==> config.mk <==
export PLATFORM = sky130hd
export DESIGN_NAME = dmem_access_ctrl
export DESIGN_NICKNAME = d
export VERILOG_FILES = /design/src/rtl/dmem_pkg.sv /design/src/rtl/dmem_lane_align.sv /design/src/rtl/dmem_access_ctrl.sv
export SDC_FILE = /design/constraint.sdc
export NUM_CORES = 1
export LEC_CHECK = 0
export CORE_UTILIZATION = 40
export DETAILED_ROUTE_END_ITERATION = 10
export PLACE_DENSITY = 0.87
export REMOVE_ABC_BUFFERS = 1
export SETUP_SLACK_MARGIN = 0.05
export SYNTH_ARGS = -nofsm -noshare
export SYNTH_HDL_FRONTEND = slang
export SYNTH_SLANG_ARGS = --single-unit
export TNS_END_PERCENT = 1
==> constraint.sdc <==
create_clock -name clk -period 1.4 [get_ports clk]
set_input_delay 0.21 -clock clk [delete_from_list [all_inputs] [get_ports clk]]
set_output_delay 0.21 -clock clk [all_outputs]
set_load 0.02 [all_outputs]
==> src/rtl/dmem_pkg.sv <==
// -----------------------------------------------------------------------------
// dmem_pkg
// Shared definitions for the data-memory access controller:
//   - access-size encodings carried on req_size
//   - controller FSM state encoding
//   - lane (byte offset within a word) width
//   - is_misaligned(): alignment rule used when the misalignment trap is built in
// -----------------------------------------------------------------------------
package dmem_pkg;

    localparam int LANE_W = 2;   // byte offset inside a 32-bit word
    localparam int WORD_W = 32;  // RAM word width handled by the lane aligner

    typedef enum logic [1:0] {
        SIZE_BYTE = 2'd0,
        SIZE_HALF = 2'd1,
        SIZE_WORD = 2'd2,
        SIZE_RSVD = 2'd3   // reserved encoding, behaves exactly like SIZE_WORD
    } size_e;

    typedef enum logic [2:0] {
        IDLE    = 3'd0,
        ISSUE   = 3'd1,
        RD_WAIT = 3'd2,
        MERGE   = 3'd3,
        RESP    = 3'd4
    } state_e;

    // Half accesses need an even byte address, word accesses (including the
    // reserved size) need lane 0. Byte accesses are always aligned.
    function automatic logic is_misaligned(input size_e size, input logic [LANE_W-1:0] lane);
        case (size)
            SIZE_BYTE: return 1'b0;
            SIZE_HALF: return lane[0];
            default:   return (lane != '0);
        endcase
    endfunction

endpackage

==> src/rtl/dmem_lane_align.sv <==
// -----------------------------------------------------------------------------
// dmem_lane_align
// Purely combinational lane steering between a 32-bit RAM word and the
// right-aligned core data.
// Ports:
//   i_word       word read from the RAM
//   i_lane       byte offset of the access inside the word
//   i_size       access size (byte / half / word; reserved treated as word)
//   i_unsigned   loads: 1 = zero-extend, 0 = sign-extend
//   i_wdata      right-aligned store data
//   o_load_data  extracted and extended load result
//   o_store_word i_word with the addressed lane replaced by store data
// A byte lives at lane*8; a half lives at lane[1]*16 (lane[0] ignored here).
// -----------------------------------------------------------------------------
module dmem_lane_align
    import dmem_pkg::*;
(
    input  logic [WORD_W-1:0] i_word,
    input  logic [LANE_W-1:0] i_lane,
    input  size_e             i_size,
    input  logic              i_unsigned,
    input  logic [WORD_W-1:0] i_wdata,
    output logic [WORD_W-1:0] o_load_data,
    output logic [WORD_W-1:0] o_store_word
);

    logic [4:0]        w_byte_sh;
    logic [4:0]        w_half_sh;
    logic [7:0]        w_byte;
    logic [15:0]       w_half;
    logic              w_byte_sign;
    logic              w_half_sign;
    logic [WORD_W-1:0] w_byte_mask;
    logic [WORD_W-1:0] w_half_mask;

    assign w_byte_sh   = {i_lane, 3'b000};
    assign w_half_sh   = {i_lane[1], 4'b0000};
    assign w_byte      = 8'(i_word >> w_byte_sh);
    assign w_half      = 16'(i_word >> w_half_sh);
    assign w_byte_sign = !i_unsigned && w_byte[7];
    assign w_half_sign = !i_unsigned && w_half[15];
    assign w_byte_mask = 32'h0000_00FF << w_byte_sh;
    assign w_half_mask = 32'h0000_FFFF << w_half_sh;

    // NOTE: both outputs get a default before the case, so no path through
    // this block can leave them unassigned and infer a latch.
    always_comb begin
        o_load_data  = i_word;
        o_store_word = i_wdata;
        case (i_size)
            SIZE_BYTE: begin
                o_load_data  = {{24{w_byte_sign}}, w_byte};
                o_store_word = (i_word & ~w_byte_mask) | ({24'h0, i_wdata[7:0]} << w_byte_sh);
            end
            SIZE_HALF: begin
                o_load_data  = {{16{w_half_sign}}, w_half};
                o_store_word = (i_word & ~w_half_mask) | ({16'h0, i_wdata[15:0]} << w_half_sh);
            end
            default: begin
                o_load_data  = i_word;
                o_store_word = i_wdata;
            end
        endcase
    end

endmodule

==> src/rtl/dmem_access_ctrl.sv <==
// -----------------------------------------------------------------------------
// dmem_access_ctrl
// Initiator for a simple-dual-port data RAM (synchronous write port A,
// one-cycle registered read port B). Takes byte-addressed load/store requests
// over valid/ready, performs sub-word extraction on loads and
// read-modify-write for byte/half stores, and returns exactly one response
// (load data or store ack) per request over valid/ready.
//
// Ports:
//   clk, rst_n                  clock; synchronous active-low reset
//   req_valid/req_ready         request handshake (ready only while idle)
//   req_we, req_size,
//   req_unsigned, req_addr,
//   req_wdata                   request payload (byte address, right-aligned data)
//   rsp_valid/rsp_ready         response handshake (held until accepted)
//   rsp_rdata, rsp_err          load result (0 for stores), misalignment flag
//   ram_ena, ram_wea,
//   ram_addra, ram_dia          RAM write port A
//   ram_enb, ram_addrb, ram_dob RAM read port B (dob valid the cycle after enb)
//
// Configuration macro: DMEM_MISALIGN_TRAP_EN
//   defined   - misaligned half/word requests skip the RAM and respond with
//               rsp_err=1, rsp_rdata=0
//   undefined - rsp_err is tied 0 and misaligned low address bits are ignored
// -----------------------------------------------------------------------------
module dmem_access_ctrl
    import dmem_pkg::*;
#(
    parameter int DATA_WIDTH = 32,
    parameter int ADDR_WIDTH = 10
) (
    input  logic                  clk,
    input  logic                  rst_n,
    input  logic                  req_valid,
    output logic                  req_ready,
    input  logic                  req_we,
    input  logic [1:0]            req_size,
    input  logic                  req_unsigned,
    input  logic [ADDR_WIDTH+1:0] req_addr,
    input  logic [DATA_WIDTH-1:0] req_wdata,
    output logic                  rsp_valid,
    input  logic                  rsp_ready,
    output logic [DATA_WIDTH-1:0] rsp_rdata,
    output logic                  rsp_err,
    output logic                  ram_ena,
    output logic                  ram_wea,
    output logic [ADDR_WIDTH-1:0] ram_addra,
    output logic [DATA_WIDTH-1:0] ram_dia,
    output logic                  ram_enb,
    output logic [ADDR_WIDTH-1:0] ram_addrb,
    input  logic [DATA_WIDTH-1:0] ram_dob
);

    state_e                r_state;
    state_e                w_next_state;

    logic                  r_we;
    size_e                 r_size;
    logic                  r_unsigned;
    logic [ADDR_WIDTH-1:0] r_word_addr;
    logic [LANE_W-1:0]     r_lane;
    logic [DATA_WIDTH-1:0] r_wdata;
    logic [DATA_WIDTH-1:0] r_rdata;

    logic                  w_accept;
    logic                  w_is_word;
    logic                  w_misalign;
    logic [DATA_WIDTH-1:0] w_load_data;
    logic [DATA_WIDTH-1:0] w_store_word;

    assign w_accept  = req_valid && req_ready;
    assign w_is_word = (r_size == SIZE_WORD) || (r_size == SIZE_RSVD);

`ifdef DMEM_MISALIGN_TRAP_EN
    assign w_misalign = is_misaligned(r_size, r_lane);
`else
    assign w_misalign = 1'b0;
`endif

    // In MERGE the aligner sees the word read in ISSUE; for a full-word store
    // it simply passes r_wdata through, so ram_dia always comes from here.
    dmem_lane_align u_lane_align (
        .i_word       (ram_dob),
        .i_lane       (r_lane),
        .i_size       (r_size),
        .i_unsigned   (r_unsigned),
        .i_wdata      (r_wdata),
        .o_load_data  (w_load_data),
        .o_store_word (w_store_word)
    );

    // NOTE: state is updated with non-blocking assignments so every register
    // samples the pre-edge values, regardless of block ordering.
    always_ff @(posedge clk) begin
        if (!rst_n) begin
            r_state <= IDLE;
        end else begin
            r_state <= w_next_state;
        end
    end

    always_comb begin
        w_next_state = r_state;
        req_ready    = 1'b0;
        rsp_valid    = 1'b0;
        ram_ena      = 1'b0;
        ram_wea      = 1'b0;
        ram_enb      = 1'b0;
        ram_addra    = r_word_addr;
        ram_addrb    = r_word_addr;
        ram_dia      = w_store_word;

        case (r_state)
            IDLE: begin
                req_ready = 1'b1;
                if (req_valid) begin
                    w_next_state = ISSUE;
                end
            end
            ISSUE: begin
                if (w_misalign) begin
                    w_next_state = RESP;
                end else if (r_we && w_is_word) begin
                    ram_ena      = 1'b1;
                    ram_wea      = 1'b1;
                    w_next_state = RESP;
                end else begin
                    // Loads and sub-word stores both need the current word.
                    ram_enb      = 1'b1;
                    w_next_state = r_we ? MERGE : RD_WAIT;
                end
            end
            RD_WAIT: begin
                w_next_state = RESP;
            end
            MERGE: begin
                ram_ena      = 1'b1;
                ram_wea      = 1'b1;
                w_next_state = RESP;
            end
            RESP: begin
                rsp_valid = 1'b1;
                if (rsp_ready) begin
                    w_next_state = IDLE;
                end
            end
            default: begin
                w_next_state = IDLE;
            end
        endcase

        // Reset masks the handshakes and RAM strobes immediately, so a write
        // that is in flight when reset arrives never reaches the RAM.
        if (!rst_n) begin
            req_ready = 1'b0;
            rsp_valid = 1'b0;
            ram_ena   = 1'b0;
            ram_wea   = 1'b0;
            ram_enb   = 1'b0;
        end
    end

    // Request payload is captured on accept; the response data register is
    // cleared there so stores and trapped accesses answer with zero.
    always_ff @(posedge clk) begin
        if (!rst_n) begin
            r_we        <= 1'b0;
            r_size      <= SIZE_BYTE;
            r_unsigned  <= 1'b0;
            r_word_addr <= '0;
            r_lane      <= '0;
            r_wdata     <= '0;
            r_rdata     <= '0;
        end else begin
            if (w_accept) begin
                r_we        <= req_we;
                r_size      <= size_e'(req_size);
                r_unsigned  <= req_unsigned;
                r_word_addr <= req_addr[ADDR_WIDTH+1:2];
                r_lane      <= req_addr[1:0];
                r_wdata     <= req_wdata;
                r_rdata     <= '0;
            end else if (r_state == RD_WAIT) begin
                r_rdata <= w_load_data;
            end
        end
    end

    assign rsp_rdata = r_rdata;

`ifdef DMEM_MISALIGN_TRAP_EN
    logic r_err;

    always_ff @(posedge clk) begin
        if (!rst_n) begin
            r_err <= 1'b0;
        end else if (w_accept) begin
            r_err <= 1'b0;
        end else if ((r_state == ISSUE) && w_misalign) begin
            r_err <= 1'b1;
        end
    end

    assign rsp_err = r_err;
`else
    assign rsp_err = 1'b0;
`endif

endmodule

# ---- After elaboration in Yosys (flattened, before gate mapping)
# Cells that the tools add are included.
dict set report word_totals {
  out_inout_bits 90
  elab_cells 58
  memories 0
  latch_bits 0
  regBits 83
  ram_bits 0
  rom_bits 0
  input_bits 84
}
dict set report classes {
  multipliers 0
  n_eq_ne 9
  mux 17
  addsub 0
  n_lt_le_gt_ge 0
  shift 6
  bitwise 7
  div 0
  n_reduce_logical 11
}
# operator count
set op_table {}
lappend op_table {{one-hot mux 32 bit (2 select lines)} 2}
lappend op_table {{AND 32 bit} 2}
lappend op_table {{NOT 32 bit} 2}
lappend op_table {{OR 32 bit} 2}
lappend op_table {{<< shifter 16 x 5 -> 32 bit} 1}
lappend op_table {{<< shifter 16 x 5 -> 32 bit, first input constant} 1}
lappend op_table {{<< shifter 8 x 5 -> 32 bit} 1}
lappend op_table {{<< shifter 8 x 5 -> 32 bit, first input constant} 1}
lappend op_table {{right shift 32 x 5 -> 16 bit} 1}
lappend op_table {{right shift 32 x 5 -> 8 bit} 1}
lappend op_table {{one-hot mux 3 bit (4 select lines)} 1}
lappend op_table {{2-to-1 mux 1 bit} 10}
lappend op_table {{2-to-1 mux 3 bit} 3}
lappend op_table {{equality test 3 x 2 -> 1 bit, second input constant} 2}
lappend op_table {{equality test 2 bit, second input constant} 2}
lappend op_table {{logical AND 1 bit} 4}
lappend op_table {{inequality test 2 bit, second input constant} 2}
lappend op_table {{OR reduction 2 bit} 2}
lappend op_table {{equality test 3 x 1 -> 1 bit, second input constant} 1}
lappend op_table {{equality test 3 bit, second input constant} 1}
lappend op_table {{logical NOT 3 bit} 1}
lappend op_table {{equality test 2 x 1 -> 1 bit, second input constant} 1}
lappend op_table {{logical NOT 2 bit} 1}
lappend op_table {{one-hot mux 1 bit (2 select lines)} 1}
lappend op_table {{other kinds (4)} 4}

# ---- Depth between registers and ports, before layout
# Gate-level depths: netlist of run 1.
dict set report depth {
  depth_word 6
  depth_mapped 8
}

# ---- By module
# Synthesis of run 1 repeated with hierarchy kept, for this count alone.
dict set report hier_totals {
  hier_cells 600
  area_unflattened_um2 4870.9
}
# module instances seq_area_each_um2 area_each_um2 cells_per_inst
set modules_own_cells {}
lappend modules_own_cells {dmem_access_ctrl 1 1661.6 3355.7 379}
lappend modules_own_cells {dmem_lane_align 1 0.0 1515.2 221}

# ---- Worst setup path before layout of run 1
# OpenSTA, ideal clock, no wires.
dict set report synth_path {
  kind {register -> output}
  start {reg r_size[0]}
  end {out ram_dia[16]}
  path_slack_ps -283
  path_stages_with_launch 7
  arrival_time_ps 1473
  path_cell_list {dfxtp_1 > buf_2 > nand2b_1 > buf_4 > nand2_2 > mux2i_1 > o21ai_0}
}
dict set report synth_between {
  elab_chain_cells 2
  word_cells_on_any_way 3
  classes_between {eq/ne (1); mux (1); reduce/logical (1)}
}
# item line_no
set synth_lines {}
lappend synth_lines {{start, declared} dmem_access_ctrl.sv:58} ;# size_e r_size;
lappend synth_lines {{start signal, assigned} dmem_access_ctrl.sv:177} ;# r_size <= size_e'(req_size);
lappend synth_lines {{equality test 2 x 1 -> 1 bit / logical NOT 2 bit (equally long branches)} dmem_lane_align.sv:50} ;# case (i_size)
lappend synth_lines {{one-hot mux 32 bit (2 select lines) (*)} dmem_lane_align.sv:50}
lappend synth_lines {{end, declared} dmem_access_ctrl.sv:48} ;# output logic [DATA_WIDTH-1:0] ram_dia,
# Mark *: on every way between the ends. The rest lies on a longest branch, timed or not.

# ---- Worst setup path after layout of run 1
dict set report layout_path {
  start {reg r_size[0]}
  end {out ram_dia[11]}
}
# The elaborated chain is that of the path after synthesis.

==> results.cfg, run 1 <==
[min_path]
worst_hold_end = r_state[1]
hold-path-cell-count = 3
min-delay-start = rst_n
holdCritPathClass = input pin to flop

[sta]
rsz0062_at_grt = yes
post-route-min-period_ns = 2.01
fin_crit_sh_pct = 144
setup-violations-final = 66
worst_pin_slew_ns = 0.512
final-hold-violation-count = 0
max_clock_freq_mhz = 497
finalClockSkew_ns = 0.0161
slew_headroom_pct = 65.9
report.final.slew_viol_count = 0
timing.final.ws_setup_ns = -0.612

[synthesis]
post_synth_instance_area_sq_mm = 0.00437
synth_largest_area_cell = sky130_fd_sc_hd__dfxtp_1
synth_cells = 564
syn_area_cell_sq_um = 7.75
synth_seq_area_share_pct = 38.0
synth.ff_latch_count = 83
synth_largest_type_area_fraction_pct = 38.0
synthDistinctLibCells = 42
synth.area.top_cells = sky130_fd_sc_hd__dfxtp_1 38%, sky130_fd_sc_hd__nand2_1 13%, sky130_fd_sc_hd__a21oi_1 6.2%
yosys_warnings = 0

[global_routing]
grt_overflow_total = 0
groute.usage.overall_pct = 28.2
first_pass_grt_wire_length_um = 25000
grt_antenna_before_repair = 0
pin_count_of_the_biggest_net_entering_global_routing = 41
grt_pass1_vias = 4991

[setup_path]
crit_arrival_ns = 1.80
cp_data_required_time_ns = 1.19
start_kind = flop
timing.reg2reg.setup_slack_ns = -0.30
reg2regPathDepth = 6
worstReg2RegStart = r_size[0]
timing.critical_path.fanout_max = 6
r2r_endpoint = rsp_rdata[18]
path_class = flop to output port
critical_path.endpoint_type = output port

[cts]
clock_sinks = 83
worst_skew_pair.late_latency_ns = 0.37
cts_buffers = 9
h_tree_lvls = 3
cts_tree = built
clockRootBuffer = sky130_fd_sc_hd__clkbuf_8
clk_pin_slew_worst_paths_ns = 0.09
cts-root-to-sink-buffers = 2

[floorplanning]
die_width_um = 107
start_util_pct = 41.8
die_height_um = 107
die-area_sq_mm = 0.0113
core_area_sq_mm = 0.0105
num_io_pins = 174
std_cell_rows = 37

[placement]
place_area_sq_mm = 0.00669
place.detailed.hpwl_um = 12200
gpl_wtd_cong = 0.910
buffers_on_ports = 172

[cells_and_area]
layout.cell_area.non_filler_sq_mm = 0.00711
drive_gt1_share_pct = 28.4
design.final.nets = 867
num_antenna_cells = 0
area_delta_synth_final_pct = 62.6

[routing]
routed-via-count = 5143
drcViolationCount = 0
antenna_left = 0
routed_via_density = 5.57
detail_route.iter0.violations = 382
routedWlPerCell_um = 17.7
route.final.wire_length_um = 16400
drt-pass1-iter-count = 8

[power]
p_leak_nw = 3.05
power.net_switching_mw = 2.33
comb_power_share_pct = 33.6
power.density_cell_area_mw_per_mm2 = 1020
clkPwrFrac_pct = 29.5
power.sequential.fraction_pct = 36.9
power.total_mw = 7.24
vdd_drop_max_v = 0.000504
switching_share_of_total_power_pct = 32.2
power_report.internal_total_mw = 4.91

[flow_run]
reported_max_cap_violation_count = 0

[run_status]
violations = negative setup slack
status = finished with violations
what timing repair did:
item                       4_1_cts  5_1_grt
setup buffers                    1        4
hold endpoints to repair         0        0
setup endpoints to repair      145      118
pin swaps                        9       13
hold buffers                     0        0
resized for setup              255       48
worst max-delay path by stage:
| stage | start | end |
|---|---|---|
| 3_5_place_dp | ram_dob[29] | ram_dia[29] |
| 5_1_grt | r_size[0] | ram_dia[12] |
| 6_report | r_size[0] | ram_dia[11] |
| 3_3_place_gp | ram_dob[29] | ram_dia[29] |
| 4_1_cts | r_size[0] | ram_dia[12] |
| 2_1_floorplan | r_size[1] | rsp_rdata[30] |
power by group through the flow:
stage	registers, mW	logic, mW	clock network [mW]
2_1_floorplan	2.85	0.909	0
4_1_cts	2.67	2.31	2.16
3_3_place_gp	2.70	2.35	0
6_report	2.67	2.43	2.14
3_5_place_dp	2.71	2.39	0
5_1_grt	2.69	2.58	2.29
flip-flops by register name, indices dropped and copies added (netlist names):
register,count
r_lane,2
r_size,2
r_state,3
r_unsigned,1
r_wdata,32
r_we,1
ram_addra,10
rsp_rdata,32
metal layers:
layer	routed length, um	GRT usage (%)	vias to the layer above
met4	545	14.7	0
met5	0	0	-
met1	6600	34.1	2425
li1	-	-	2420
met2	8060	48.1	256
met3	1160	4.35	42
layout make-up:
cell class              instances  area, sq um
clock buffers                  10          138
clock inverters                 6          113
fillers                       892         3360
inverters                      10         42.5
multi-input cells             411         2570
flip-flops and latches         83         1680
well taps                     136          170
repair buffers                268         2390
stage by stage:
stage | std cells | hold slack (ns) | setup slack (ns) | setup TNS (ns) | util (%)
floorplan | 504 | 0.318 | -1.28 | -115.60 | -
global placement | 903 | 0.440 | -0.713 | -34.75 | 64.0
detailed placement | 903 | 0.453 | -0.747 | -37.91 | 64.0
CTS | 920 | 0.351 | -0.592 | -20.37 | 66.1
global route | 924 | 0.366 | -0.682 | -24.47 | 67.9
finish | 924 | 0.363 | -0.612 | -21.16 | 67.9
critical path: stages, from the launching register on:
cell	delay [ns]
sky130_fd_sc_hd__dfxtp_4	0.36
sky130_fd_sc_hd__buf_6	0.13
sky130_fd_sc_hd__a21o_4	0.22
sky130_fd_sc_hd__buf_4	0.13
sky130_fd_sc_hd__a222oi_1	0.37
sky130_fd_sc_hd__inv_1	0.07
sky130_fd_sc_hd__buf_2	0.16
kinds of logic after synthesis:
logic type	synth area share, %
buffers and inverters	8.30
AO/OA/AOI/OAI	30.5
AND/OR/NAND/NOR	17.1
multiplexers	6.01
other	0.0858
flip-flops	38.0
cells in the final DEF (no fill, tap or decap), types with 13 or more instances in the layout:
master                            synthesis  routed
sky130_fd_sc_hd__a211oi_1                21      14
sky130_fd_sc_hd__o22ai_1                 18      17
sky130_fd_sc_hd__o21ai_0                 54      53
sky130_fd_sc_hd__dlygate4sd2_1            0      51
sky130_fd_sc_hd__clkdlybuf4s50_1          0      82
sky130_fd_sc_hd__buf_4                   19      89
sky130_fd_sc_hd__nand2_1                148     141
sky130_fd_sc_hd__buf_6                    2      13
sky130_fd_sc_hd__buf_2                   11      21
sky130_fd_sc_hd__a211oi_2                10      17
sky130_fd_sc_hd__mux2i_1                 15      13
sky130_fd_sc_hd__dfxtp_1                 83      76
sky130_fd_sc_hd__a21oi_1                 54      45
synth_stat cells (all sizes together):
cell     number
mux2i        15
a31oi         1
o31ai         3
a2bb2oi       2
o22a          3
conb          1
a21o          2
nand2       149
mux2         10
o21bai        5
a22o          9
a311oi        1
a22oi         9
dfxtp        83
buf          36
o22ai        19
a21oi        56
and3          8
nor2         12
a222oi        6
a211oi       31
o21ai        54
nor2b         2
clkinv        1
clkbuf       24
nor3          3
or3           1
o21ba         1
and2          2
nor3b         2
inv           9
nand2b        3
o32ai         1
Power figures use the tool's default switching activity.
==> run 2: changes to the inputs <==
--- a/config.mk
+++ b/config.mk
@@ -5,7 +5,9 @@
 export SDC_FILE = /design/constraint.sdc
 export NUM_CORES = 1
 export LEC_CHECK = 0
+export CORE_MARGIN = 5
 export CORE_UTILIZATION = 40
+export CTS_CLUSTER_SIZE = 20
 export DETAILED_ROUTE_END_ITERATION = 10
 export PLACE_DENSITY = 0.87
 export REMOVE_ABC_BUFFERS = 1
==> run 2 against run 1 <==
Compared with the run above:
- the run still ends with negative setup slack left
- final cell count is 0.43% higher
- critical path type unchanged
- sequential share of layout area rose by 0.36 points
- via count is 2.2% lower
- hold slack got worse by 0.012 ns
- first-iteration DRC count is 24% higher
- clock skew fell by 0.0032 ns
- largest cell class unchanged
- clock-buffer cell count did not move
- design area is 1.8% lower
- largest power group unchanged
- power decreased by 3.8%
==> results.cfg, run 2 (synthesized netlist as in run 1, its figures left out) <==
[routing]
drcViolationCount = 0
antenna_left = 0
detail_route.iter0.violations = 475
route.final.wire_length_um = 16400
routed_via_density = 5.42
routed-via-count = 5030
drt-pass1-iter-count = 9
routedWlPerCell_um = 17.7

[setup_path]
timing.critical_path.fanout_max = 6
crit_arrival_ns = 1.89
critPathCapture = ram_dia[12]
timing.reg2reg.setup_slack_ns = -0.26
r2r_endpoint = rsp_rdata[7]
critical_path.endpoint_type = output port
timing.critical_path.from = r_lane[1]
reg2regPathDepth = 6
worstReg2RegStart = r_size[0]
path_class = flop to output port
cp_data_required_time_ns = 1.19
start_kind = flop

[cells_and_area]
num_antenna_cells = 0
layout.cells.most_common_list = 145 x sky130_fd_sc_hd__nand2_1, 94 x sky130_fd_sc_hd__buf_4, 82 x sky130_fd_sc_hd__clkdlybuf4s50_1
drive_gt1_share_pct = 27.3
area_delta_synth_final_pct = 59.7
num-fill-cells = 930
final-seq-area_sq_mm = 0.00168
layout_commonest_cell = sky130_fd_sc_hd__nand2_1
multiInputGateArea_sq_mm = 0.00252
design.final.nets = 867

[sta]
timing.final.ws_setup_ns = -0.697
finalClockSkew_ns = 0.0129
fin_crit_sh_pct = 150
fin_tns_setup_ns = -23.36
final-hold-violation-count = 0
setup-violations-final = 68
rsz0062_at_grt = yes
report.final.slew_viol_count = 0
max_clock_freq_mhz = 477
post-route-min-period_ns = 2.10

[cts]
h_tree_lvls = 3
clk_pin_slew_worst_paths_ns = 0.09
post_cts_hold_buffer_count = 0
clockRootBuffer = sky130_fd_sc_hd__clkbuf_8
cts_buffers = 9
worst_skew_pair.late_latency_ns = 0.37
cts-root-to-sink-buffers = 2
cts_tree = built
clock_sinks = 83

[global_routing]
pin_count_of_the_biggest_net_entering_global_routing = 49
grt_overflow_total = 0
grt_pass1_vias = 4968
grt_antenna_before_repair = 0
groute.usage.overall_pct = 24.3
first_pass_grt_wire_length_um = 25500

[floorplanning]
die_width_um = 115
die-area_sq_mm = 0.0131
core_area_sq_mm = 0.0108
std_cell_rows = 38
start_util_pct = 40.5
die_height_um = 115
num_io_pins = 174

[placement]
gpl_wtd_cong = 0.949
buffers_on_ports = 172
place.detailed.hpwl_um = 12300

[power]
power.total_mw = 6.97
p_leak_nw = 3.00
power.density_cell_area_mw_per_mm2 = 998
vdd_drop_max_v = 0.000618

[run_status]
violations = negative setup slack
status = finished with violations

[min_path]
holdCritPathClass = input pin to flop

[flow_run]
reported_max_cap_violation_count = 0
## run 2: cell types whose count changed in the layout (fill, tap and decap cells not counted), moves of 4 or more
cell | previous run | this run
sky130_fd_sc_hd__a21oi_2 | 8 | 1
sky130_fd_sc_hd__nand2_1 | 141 | 145
sky130_fd_sc_hd__a21oi_1 | 45 | 53
sky130_fd_sc_hd__buf_4 | 89 | 94
sky130_fd_sc_hd__buf_6 | 13 | 7
sky130_fd_sc_hd__mux2i_2 | 0 | 4
## run 2: final cells by class
type	count	share of cell area [%]
Timing Repair Buffer	268	33.7
Multi-Input combinational cell	411	36.1
Clock inverter	6	1.27
Sequential cell	83	24.0
Inverter	10	0.592
Clock buffer	10	1.83
Tap cell	140	2.51
## run 2: routing by layer
metal  up-vias  routed length (um)  track usage, %
li1       2416                   -               -
met1      2327                6440            29.4
met2       250                8120            41.9
met3        37                1340            4.39
met4         0                 518            10.8
met5         -                   0               0
## run 2: report_power, final
part	internal, mW	switching, mW	leakage [nW]
Sequential	2.53	0.135	0.683
Clock	1.01	0.916	0.103
Combinational	1.11	1.27	2.21
## run 2: critical path, cell delays in order, from the launching register on
cell and delay [ns]:
sky130_fd_sc_hd__dfxtp_2 0.39, sky130_fd_sc_hd__clkinv_1 0.10, sky130_fd_sc_hd__a21o_1 0.26, sky130_fd_sc_hd__a222oi_1 0.50
sky130_fd_sc_hd__inv_1 0.11, sky130_fd_sc_hd__buf_6 0.15
## run 2: metrics by stage
stage | hold slack, ns | std cells | setup WS [ns] | instance area, sq um | util, %
after floorplan | 0.318 | 504 | -1.28 | 4050 | -
after global placement | 0.440 | 906 | -0.749 | 6690 | 62.0
after detailed placement | 0.456 | 906 | -0.759 | 6690 | 62.0
after CTS | 0.328 | 925 | -0.643 | 6890 | 63.8
after global routing | 0.378 | 928 | -0.720 | 6980 | 64.7
final | 0.351 | 928 | -0.697 | 6980 | 64.7
## run 2: how the worst min path moves through the flow
stage / end / slack [ns] / cells after the start / startpoint
floorplan: r_lane[1] / 0.32 / 2 / req_addr[1]
global route: r_we / 0.38 / 4 / rst_n
CTS: r_we / 0.33 / 4 / rst_n
finish: r_we / 0.35 / 4 / rst_n
global placement: r_wdata[26] / 0.44 / 2 / r_wdata[26]
detailed placement: r_wdata[18] / 0.46 / 2 / r_wdata[18]
## run 2: repair_timing
item,CTS,global route
setup buffers,3,3
gates resized for setup,232,45
pin swaps,12,10
endpoints found under the setup margin,167,105
==> run 3: changes to the inputs <==
--- a/config.mk
+++ b/config.mk
@@ -11,7 +11,6 @@
 export DETAILED_ROUTE_END_ITERATION = 10
 export PLACE_DENSITY = 0.87
 export REMOVE_ABC_BUFFERS = 1
-export SETUP_SLACK_MARGIN = 0.05
 export SYNTH_ARGS = -nofsm -noshare
 export SYNTH_HDL_FRONTEND = slang
 export SYNTH_SLANG_ARGS = --single-unit
==> run 3 against run 2 <==
Compared with the run above:
- the flow still finishes with violations (negative setup slack)
- global-route usage decreased by 0.066 points
- final cell count unchanged
- via count increased by 0.18%
- fmax increased by 1.6%
- highest routed layer unchanged
==> results.cfg, run 3 (synthesized netlist as in run 1, its figures left out) <==
[setup_path]
cp_data_required_time_ns = 1.19
timing.critical_path.from = r_lane[1]
critical_path.endpoint_type = output port
worstReg2RegStart = r_size[0]
timing.reg2reg.setup_slack_ns = -0.26
r2r_endpoint = rsp_rdata[7]
start_kind = flop
critPathCapture = ram_dia[12]
timing.critical_path.fanout_max = 6
crit_arrival_ns = 1.85
path_class = flop to output port
reg2regPathDepth = 6

[power]
vdd_drop_max_v = 0.000618
power.density_cell_area_mw_per_mm2 = 998
p_leak_nw = 2.99
power.total_mw = 6.95

[floorplanning]
std_cell_rows = 38
start_util_pct = 40.5
core_area_sq_mm = 0.0108
die_height_um = 115
die_width_um = 115
num_io_pins = 174
die-area_sq_mm = 0.0131

[sta]
setup-violations-final = 66
post-route-min-period_ns = 2.06
timing.final.ws_setup_ns = -0.664
report.final.slew_viol_count = 0
max_clock_freq_mhz = 484
rsz0062_at_grt = yes
fin_crit_sh_pct = 147
final-hold-violation-count = 0
finalClockSkew_ns = 0.0118

[cells_and_area]
layout.cells.most_common_list = 145 x sky130_fd_sc_hd__nand2_1, 94 x sky130_fd_sc_hd__buf_4, 82 x sky130_fd_sc_hd__clkdlybuf4s50_1
multiInputGateArea_sq_mm = 0.00250
area_delta_synth_final_pct = 59.3
num_antenna_cells = 0
final-seq-area_sq_mm = 0.00168
layout_commonest_cell = sky130_fd_sc_hd__nand2_1
design.final.nets = 867
stdcell_count = 928
drive_gt1_share_pct = 27.2
num-fill-cells = 932

[routing]
drcViolationCount = 0
detail_route.iter0.violations = 535
antenna_left = 0
routed_via_density = 5.43
routed-via-count = 5039
drt-pass1-iter-count = 6
route.final.wire_length_um = 16400
routedWlPerCell_um = 17.7

[cts]
cts-root-to-sink-buffers = 2
cts_buffers = 9
clock_sinks = 83
post_cts_hold_buffer_count = 0
cts_tree = built
clk_pin_slew_worst_paths_ns = 0.09
worst_skew_pair.late_latency_ns = 0.37
h_tree_lvls = 3
clockRootBuffer = sky130_fd_sc_hd__clkbuf_8

[run_status]
violations = negative setup slack
status = finished with violations

[global_routing]
grt_overflow_total = 0
grt_antenna_before_repair = 0
first_pass_grt_wire_length_um = 25400
pin_count_of_the_biggest_net_entering_global_routing = 49
groute.usage.overall_pct = 24.2
grt_pass1_vias = 4966

[min_path]
holdCritPathClass = input pin to flop

[placement]
place.detailed.hpwl_um = 12300
preCtsSetupSlack_ns = -0.759
placed_cells = 906
buffers_on_ports = 172
gpl_wtd_cong = 0.949

[flow_run]
reported_max_cap_violation_count = 0
-- run 3: cell count changes in the layout (fill, tap and decap cells not counted) --
cell,change
sky130_fd_sc_hd__a21oi_2,+1
sky130_fd_sc_hd__a31oi_2,-1
sky130_fd_sc_hd__a31oi_1,+1
sky130_fd_sc_hd__clkbuf_2,+1
sky130_fd_sc_hd__a21oi_4,-1
sky130_fd_sc_hd__buf_2,-1
-- run 3: metal layers --
metal	track usage, %	vias to the layer above	part of all wire [%]
met5	0	-	0
met4	10.8	0	2.9
met3	4.39	33	7.8
met2	41.8	230	50
met1	29.2	2358	40
li1	-	2418	-
-- run 3: repair_timing --
item / in CTS / in global routing
endpoints found under the setup margin: 147 / 106
gates resized for setup: 230 / 44
buffers inserted: 3 / 3
pin swaps: 11 / 9
gates cloned: 0 / 0
-- run 3: power breakdown --
group	total [mW]	internal (mW)	switching, mW
clock network	1.92	1.01	0.907
registers	2.66	2.53	0.133
logic	2.37	1.11	1.26
total	6.95	4.65	2.30
-- run 3: cell type report --
type,instances,share of cell area [%]
clock inverter,6,1.28
multi-input combinational,411,35.9
inverter,10,0.593
sequential,83,24.1
timing repair buffer,268,33.8
tap,140,2.52
clock buffer,10,1.83
-- run 3: worst min path at each step --
stage	end	slack (ns)	from	cells after the start
floorplan	r_lane[1]	0.32	req_addr[1]	2
global placement	r_wdata[26]	0.44	r_wdata[26]	2
detailed placement	r_wdata[18]	0.46	r_wdata[18]	2
CTS	r_we	0.33	rst_n	4
global route	r_we	0.38	rst_n	4
finish	r_we	0.36	rst_n	4
-- run 3: worst max-delay path, cell delays in order, from the launching register on --
cell and delay [ns]:
sky130_fd_sc_hd__dfxtp_2 0.38, sky130_fd_sc_hd__clkinv_1 0.09, sky130_fd_sc_hd__a21o_1 0.26, sky130_fd_sc_hd__a222oi_1 0.49, sky130_fd_sc_hd__inv_1 0.11, sky130_fd_sc_hd__buf_6 0.15
-- run 3: stage by stage --
step	hold WS, ns	setup TNS (ns)	area (sq um)	utilization [%]
global route	0.377	-29.01	6960	64.5
global placement	0.440	-37.83	6690	62.0
floorplan	0.318	-115.60	4050	-
detailed placement	0.456	-39.63	6690	62.0
CTS	0.327	-23.00	6880	63.8
finish	0.356	-22.76	6960	64.5
